===== config.mk =====
export PLATFORM = sky130hd
export DESIGN_NAME = time_field_counter
export DESIGN_NICKNAME = d
export VERILOG_FILES = /design/src/rtl/time_pkg.sv /design/src/rtl/key_repeat.sv /design/src/rtl/time_field_counter.sv
export SDC_FILE = /design/constraint.sdc
export NUM_CORES = 1
export LEC_CHECK = 0
export BUFFER_PORTS_ARGS = -buffer_cell sky130_fd_sc_hd__buf_4
export CAP_MARGIN = 20
export CORE_AREA = 2 2 63 47
export CTS_CLUSTER_DIAMETER = 50
export CTS_CLUSTER_SIZE = 28
export DETAILED_ROUTE_END_ITERATION = 8
export DIE_AREA = 0 0 65 49
export PLACE_DENSITY = 0.77
export RECOVER_POWER = 100
export SYNTH_ARGS = -nofsm -noshare
export SYNTH_HDL_FRONTEND = slang
export SYNTH_SLANG_ARGS = --single-unit

===== constraint.sdc =====
create_clock -name clk -period 2.25 [get_ports clk]
set_input_delay 0.3375 -clock clk [delete_from_list [all_inputs] [get_ports clk]]
set_output_delay 0.3375 -clock clk [all_outputs]
set_load 0.01 [all_outputs]

===== src/rtl/time_pkg.sv =====
// rtl/time_pkg.sv - shared types and wrap arithmetic for time field counters
package time_pkg;

  typedef enum logic [1:0] {
    KEY_IDLE,
    KEY_FIRST,
    KEY_DELAY,
    KEY_REPEAT
  } key_state_t;

  function automatic int unsigned wrap_inc(input int unsigned v, input int unsigned modulus);
    return (v == modulus - 1) ? 0 : v + 1;
  endfunction

  function automatic int unsigned wrap_dec(input int unsigned v, input int unsigned modulus);
    return (v == 0) ? modulus - 1 : v - 1;
  endfunction

endpackage


===== src/rtl/key_repeat.sv =====
// rtl/key_repeat.sv - set-key auto-repeat FSM producing single-cycle step pulses
module key_repeat
  import time_pkg::*;
#(
  parameter int REPEAT_DELAY = 500,
  parameter int REPEAT_RATE  = 100
) (
  input  logic clk,
  input  logic rst_n,
  input  logic set_up,
  input  logic set_down,
  output logic step_up,
  output logic step_down
);

  localparam int TIMER_MAX = (REPEAT_DELAY > REPEAT_RATE) ? REPEAT_DELAY : REPEAT_RATE;
  localparam int TIMER_W   = $clog2(TIMER_MAX + 1);
  localparam logic [TIMER_W-1:0] DELAY_LAST = TIMER_W'(REPEAT_DELAY - 1);
  localparam logic [TIMER_W-1:0] RATE_LAST  = TIMER_W'(REPEAT_RATE - 1);

  if (REPEAT_DELAY < 1 || REPEAT_RATE < 1) begin : g_bad_timing
    $error("key_repeat: REPEAT_DELAY and REPEAT_RATE must be >= 1");
  end

  key_state_t         state, state_nxt;
  logic               dir, dir_nxt;
  logic [TIMER_W-1:0] timer, timer_nxt;
  logic               step;
  logic               active;
  logic               same_key;

  assign active   = set_up ^ set_down;
  assign same_key = active && (set_up == dir);

  always_ff @(posedge clk or negedge rst_n) begin
    if (!rst_n) begin
      state <= KEY_IDLE;
      dir   <= 1'b0;
      timer <= '0;
    end else begin
      state <= state_nxt;
      dir   <= dir_nxt;
      timer <= timer_nxt;
    end
  end

  // The press that moved us into FIRST is committed, so FIRST always steps.
  always_comb begin
    state_nxt = state;
    dir_nxt   = dir;
    timer_nxt = timer;
    step      = 1'b0;
    case (state)
      KEY_IDLE: begin
        timer_nxt = '0;
        if (active) begin
          state_nxt = KEY_FIRST;
          dir_nxt   = set_up;
        end
      end
      KEY_FIRST: begin
        step      = 1'b1;
        timer_nxt = '0;
        state_nxt = same_key ? KEY_DELAY : KEY_IDLE;
      end
      KEY_DELAY: begin
        if (!same_key) begin
          state_nxt = KEY_IDLE;
          timer_nxt = '0;
        end else if (timer == DELAY_LAST) begin
          step      = 1'b1;
          state_nxt = KEY_REPEAT;
          timer_nxt = '0;
        end else begin
          timer_nxt = timer + TIMER_W'(1);
        end
      end
      KEY_REPEAT: begin
        if (!same_key) begin
          state_nxt = KEY_IDLE;
          timer_nxt = '0;
        end else if (timer == RATE_LAST) begin
          step      = 1'b1;
          timer_nxt = '0;
        end else begin
          timer_nxt = timer + TIMER_W'(1);
        end
      end
      default: begin
        state_nxt = KEY_IDLE;
        timer_nxt = '0;
      end
    endcase
  end

  assign step_up   = step & dir;
  assign step_down = step & ~dir;

endmodule


===== src/rtl/time_field_counter.sv =====
// rtl/time_field_counter.sv - modulo time field with tick carry, load and auto-repeat set keys
module time_field_counter
  import time_pkg::*;
#(
  parameter int WIDTH        = 7,
  parameter int MODULUS      = 60,
  parameter int REPEAT_DELAY = 500,
  parameter int REPEAT_RATE  = 100
) (
  input  logic             clk,
  input  logic             rst_n,
  input  logic             tick,
  input  logic             set_up,
  input  logic             set_down,
  input  logic             load,
  input  logic [WIDTH-1:0] load_val,
  output logic [WIDTH-1:0] value,
  output logic             carry
);

  localparam logic [WIDTH-1:0] MAX_VAL = WIDTH'(MODULUS - 1);

  if (MODULUS < 2 || MODULUS > (2 ** WIDTH)) begin : g_bad_modulus
    $error("time_field_counter: MODULUS must satisfy 2 <= MODULUS <= 2**WIDTH");
  end

  logic             step_up;
  logic             step_down;
  logic [WIDTH-1:0] inc_val;
  logic [WIDTH-1:0] dec_val;
  logic [WIDTH-1:0] value_nxt;
  logic             carry_nxt;

  key_repeat #(
    .REPEAT_DELAY(REPEAT_DELAY),
    .REPEAT_RATE (REPEAT_RATE)
  ) u_key_repeat (
    .clk      (clk),
    .rst_n    (rst_n),
    .set_up   (set_up),
    .set_down (set_down),
    .step_up  (step_up),
    .step_down(step_down)
  );

  assign inc_val = WIDTH'(wrap_inc(32'(value), 32'(MODULUS)));
  assign dec_val = WIDTH'(wrap_dec(32'(value), 32'(MODULUS)));

  // One action per cycle; a tick losing to load or a key step is dropped.
  always_comb begin
    value_nxt = value;
    carry_nxt = 1'b0;
    if (load) begin
      value_nxt = (32'(load_val) < 32'(MODULUS)) ? load_val : MAX_VAL;
    end else if (step_up) begin
      value_nxt = inc_val;
    end else if (step_down) begin
      value_nxt = dec_val;
    end else if (tick) begin
      value_nxt = inc_val;
      carry_nxt = (value == MAX_VAL);
    end
  end

  always_ff @(posedge clk or negedge rst_n) begin
    if (!rst_n) begin
      value <= '0;
      carry <= 1'b0;
    end else begin
      value <= value_nxt;
      carry <= carry_nxt;
    end
  end

endmodule

* Word level (Yosys, flattened, before mapping) *
Index checks and enable logic that the tools add are counted.

storage, ports and cells
  bits in registers = 20
  output and inout port bits = 8
  logic and storage cells = 57

cells by class
  add/subtract/negate cells = 3
  $lt $le $gt $ge = 1
  equal/unequal tests = 10
  mux-type cells = 27
  bitwise gates (word level) = 4
  reduce and logical (&&, ||, !) cells = 7

operators with widths
  kind                   count
  $mux W7                7
  $mux W9                4
  $pmux W9 S3            1
  $mux W2                5
  $add A9 B1 Y9 const B  1
  $eq A9 B7 Y1 const B   1
  $eq A9 B9 Y1 const B   1
  $mux W1                8
  $pmux W2 S4            1
  $add A7 B1 Y7 const B  1
  $eq A7 B6 Y1 const B   1
  $logic_not A7 Y1       1
  $lt A7 B6 Y1 const B   1
  $sub A7 B1 Y7 const B  1
  $eq A2 B2 Y1 const B   2
  $reduce_bool A4 Y1     1
  $ne A3 B3 Y1 const B   1
  $pmux W1 S3            1
  $reduce_and A3 Y1      1
  $and A1 B1 Y1          2
  $eq A2 B1 Y1 const B   1
  $logic_not A2 Y1       1
  $ne A2 B1 Y1 const B   1
  $ne A2 B2 Y1 const B   1
  6 further kinds        6

* Longest topological paths before layout *
  depth after elaboration = 8
  mapped depth = 8
  mapped depth without buffers = 8

* Modules after synthesis *
A second synthesis with hierarchy kept.

second synthesis, totals
  cell total of the unflattened synthesis = 163
  area, all modules = 1472.7 um^2

by module, submodules not included
  module              times used  cells an instance  area an instance (um^2)
  time_field_counter  1           94                 757.0
  key_repeat          1           69                 715.7

* Worst setup path before layout *
OpenSTA, ideal clock, no wires.

  path type = flip-flop to flip-flop
  from = register u_key_repeat.dir
  to = register value[4]
  library setup time = 0.133 ns
  arrival time = 1.801 ns
  slack = 0.316 ns
  cell stages (with the launch flop) = 8
  clock period less this slack = 1.934 ns
  cells stage by stage = dfrtp_1 nor3b_2 o2111ai_2 a221oi_4 buf_6 nor3b_1 a2111oi_1 nor3_1

between the ends
  longest elaborated chain between the ends = 8
  elaborated cells on any way between the ends = 12
  those cells by class = 1 x eq/ne; 6 x mux; 3 x bitwise; 2 x reduce/logical

RTL lines
  what                        RTL line                            RTL
  start: declaration          key_repeat.sv:26                    logic dir, dir_nxt;
  start signal: assignment    key_repeat.sv:42                    dir <= dir_nxt;
  $eq A1 B1 Y1                key_repeat.sv:33                    assign same_key = active && (set_up == dir);
  $logic_and A1 B1 Y1         key_repeat.sv:33
  $mux W1 (on tied branches)  key_repeat.sv:79, key_repeat.sv:67
  $pmux W1 S3                 key_repeat.sv:53                    case (state)
  $and A1 B1 Y1               key_repeat.sv:97                    assign step_down = step & ~dir;
  $mux W7                     time_field_counter.sv:57            end else if (step_down) begin
  $mux W7                     time_field_counter.sv:55            end else if (step_up) begin
  $mux W7                     time_field_counter.sv:53            if (load) begin
  end signal: assignment      time_field_counter.sv:70            value <= value_nxt;
  end: declaration            time_field_counter.sv:17            output logic [WIDTH-1:0] value,

Parallel ways exist; a longest one is shown, timed or not.
A chain may end at the register's enable or synchronous reset.

* Worst setup path after layout *
  from = register u_key_repeat.dir
  to = register value[0]

Same word-level chain as after synthesis.

==> results.sh <==
export IMPL_status="finished, final reports clean"
export IMPL_final_fill_count=244
export IMPL_antenna_found_initial=0
export IMPL_cts_tree="done"
export IMPL_synth_async_reset_ratio_pct=100.0
export IMPL_maxCapViolations=0
export IMPL_synth_seq_cells=20
export IMPL_htreeDepth=1
export IMPL_fin_cells=225
export IMPL_antenna_left=0
export IMPL_path_buf_inv=0
export IMPL_layout_commonest_cell="nor2_1"
export IMPL_grt_total_usage_pct=24.03
export IMPL_skew_ps=2.920
export IMPL_final_cell_mix="nor2_1, dfrtp_1, buf_4"
export IMPL_rrSetupSlack_ps=140
export IMPL_relSlewSlack_pct=27.06
export IMPL_syn_nets=177
export IMPL_drive_gt1_share_pct=18.52
export IMPL_reg2regPathDepth=6
export IMPL_yosysSeqAreaShare_pct=35.59
export IMPL_r2r_end="value[0]"
export IMPL_leakagePower_nw=0.7048
export IMPL_crit_chain="and3b_1 -> o2111ai_2 -> o21ai_2 -> nor2_1 -> nor3_1 -> o32a_1"
export IMPL_tightestPinTransition_ps=1094
export IMPL_pre_cts_ws_ps=114.3
export IMPL_synthCells=160
export IMPL_rsz0062_at_grt="no"
export IMPL_routabilityCongestion=0.9138
export IMPL_worstPathRequired_ps=2400
export IMPL_finalHoldViolCount=0
export IMPL_synth_edf_count=0
export IMPL_grt_max_degree=21
export IMPL_worst_setup_path_type="reg -> reg"
export IMPL_areaGrowthSynthToFinish_pct=20.02
export IMPL_cts_root_buf="clkbuf_8"
export IMPL_vias=1403
export IMPL_stdcell_area_sq_um=1688
export IMPL_max_freq_ghz=0.4748
export IMPL_hpwl_um=2690
export IMPL_critPathTopFamily="simple AND/OR/NAND/NOR gates"
export IMPL_fp_coreArea_sq_um=2623
export IMPL_grt_pass1_wl_um=5996
export IMPL_post_cts_buffers=0
export IMPL_final_net_count=207
export IMPL_tns_ps=0
export IMPL_diodes=0
export IMPL_critPathMaxStageDelay_ps=480
export IMPL_hp_start="set_down"
export IMPL_synthFlopType="dfrtp_1"
export IMPL_die_y_um=49
export IMPL_crit_path_start_kind="flop"
export IMPL_globalRouteOverflowTotal=0
export IMPL_whs_ps=302.7
export IMPL_cts_sinks=20
export IMPL_start_util_pct=53.63
export IMPL_ios=21
export IMPL_final_setup_worst_slack_ps=144.1
export IMPL_cts_buffers=3
export IMPL_synth_area_per_cell_sq_um=8.790
export IMPL_clk_pin_slew_worst_paths_ps=80
export IMPL_drc_errors=0
export IMPL_io_buffers=20
export IMPL_hp_class="in -> reg"
export IMPL_setup_violations=0
export IMPL_end_kind="flop"
export IMPL_synth_warnings=0
export IMPL_timing_rr_start="u_key_repeat.dir"
export IMPL_fp_row_count=16
export IMPL_netlist_cell_type_count=49
export IMPL_dp_cells=220
export IMPL_whs_endpoint="u_key_repeat.dir"
export IMPL_placed_cell_area_sq_um=1642
export IMPL_synth_area_sq_um=1406
export IMPL_clock_path_buffers=2
export IMPL_synth_area_leaders="dfrtp_1, nor2_1, ha_1, nand3_1, xor2_1"
export IMPL_period_share_pct=93.60
export IMPL_period_minus_slack_ps=2106
export IMPL_worstPathMaxFanout=6
export IMPL_dr_pass1_iters=4
export IMPL_whs_path_depth=2
export IMPL_drt_wirelength_per_cell_um=16.10
export IMPL_vdd_ir_drop_max_mv=0.3666
export IMPL_drt_initial_drc_count=105
export IMPL_dieArea_sq_um=3185
export IMPL_powerDensity_nw_per_um2=779.6
export IMPL_wirelength_um=3623
export IMPL_crit_path_top_delay_cell="dfrtp_1"
export IMPL_slew_viol_final=0
export IMPL_viasPerCell=6.236
export IMPL_grt_pass1_vias=1276
export IMPL_die_w_um=65
export IMPL_yosysTopAreaCell="dfrtp_1"
export IMPL_synthDominantCellAreaShare_pct=35.59
export IMPL_arrival_ps=2250
export IMPL_clk_latency_ps=260
==> layer usage <==
metal	wire length, um	GRT usage (%)
met4	36	7.092
met3	320	5.081
met1	1716	36.73
met5	0	0
met2	1551	33.85
==> what timing repair did <==
item                       CTS  global route
hold endpoints to repair    20             0
hold buffers                 1             0
resized for setup            0             4
setup endpoints to repair    0             3
==> layout make-up <==
type                    count  area, sq um  share of cell area (%)
multi-input cells         130        874.6                   51.82
flip-flops and latches     20        500.5                   29.65
repair buffers             30        193.9                   11.49
clock buffers               4        55.05                   3.262
well taps                  36        45.04                   2.669
inverters                   5        18.77                   1.112
==> synth_stat cells, types with 5 or more instances <==
cell      number
a21oi_1        7
dfrtp_1       20
inv_1          5
nand2_1        9
nand2b_1       6
nand3_1       10
nor2_1        23
nor3_1         5
o21ai_0        5
xor2_1         5
==> registers in the layout, indices dropped and copies added (netlist names) <==
name	count
u_key_repeat.timer	9
u_key_repeat.state	2
carry	1
value	7
u_key_repeat.dir	1
==> worst register-to-register path: cells and delay by family, from the launching register on <==
| family | cells | cell delay, ps |
|---|---|---|
| AO/OA/AOI/OAI | 3 | 740 |
| AND/OR/NAND/NOR | 3 | 770 |
| flip-flops | 1 | 480 |
==> cells by family after synthesis <==
| family | synth area share [%] |
|---|---|
| buffers and inverters | 3.292 |
| XOR/XNOR | 4.982 |
| AND/OR/NAND/NOR | 30.78 |
| AO/OA/AOI/OAI | 18.86 |
| multiplexers | 2.936 |
| adder cells (fa/ha/maj) | 3.559 |
| flip-flops | 35.59 |
==> stage by stage <==
stage / power, mW / utilization (%)
global placement: 1.024 / 62.60
global route: 1.395 / 64.36
finish: 1.316 / 64.36
CTS: 1.324 / 65.08
floorplan: 0.8072 / -
detailed placement: 1.037 / 62.60
==> how the worst max path moves through the flow <==
stage / startpoint / end / slack, ps / depth (start not counted)
detailed placement: set_up / value[4] / 110 / 8
global route: u_key_repeat.dir / value[3] / 3 / 7
global placement: value[0] / value[3] / 220 / 8
CTS: u_key_repeat.dir / value[4] / 100 / 7
finish: u_key_repeat.dir / value[0] / 140 / 6
floorplan: u_key_repeat.dir / value[4] / 320 / 7
==> report_power, final <==
group          internal [mW]  total [mW]  switching, mW
sequential             0.406       0.473         0.0671
clock                  0.156       0.278          0.122
combinational          0.242       0.565          0.323
total                  0.803        1.32          0.512
(Power assumes the default switching activity.)
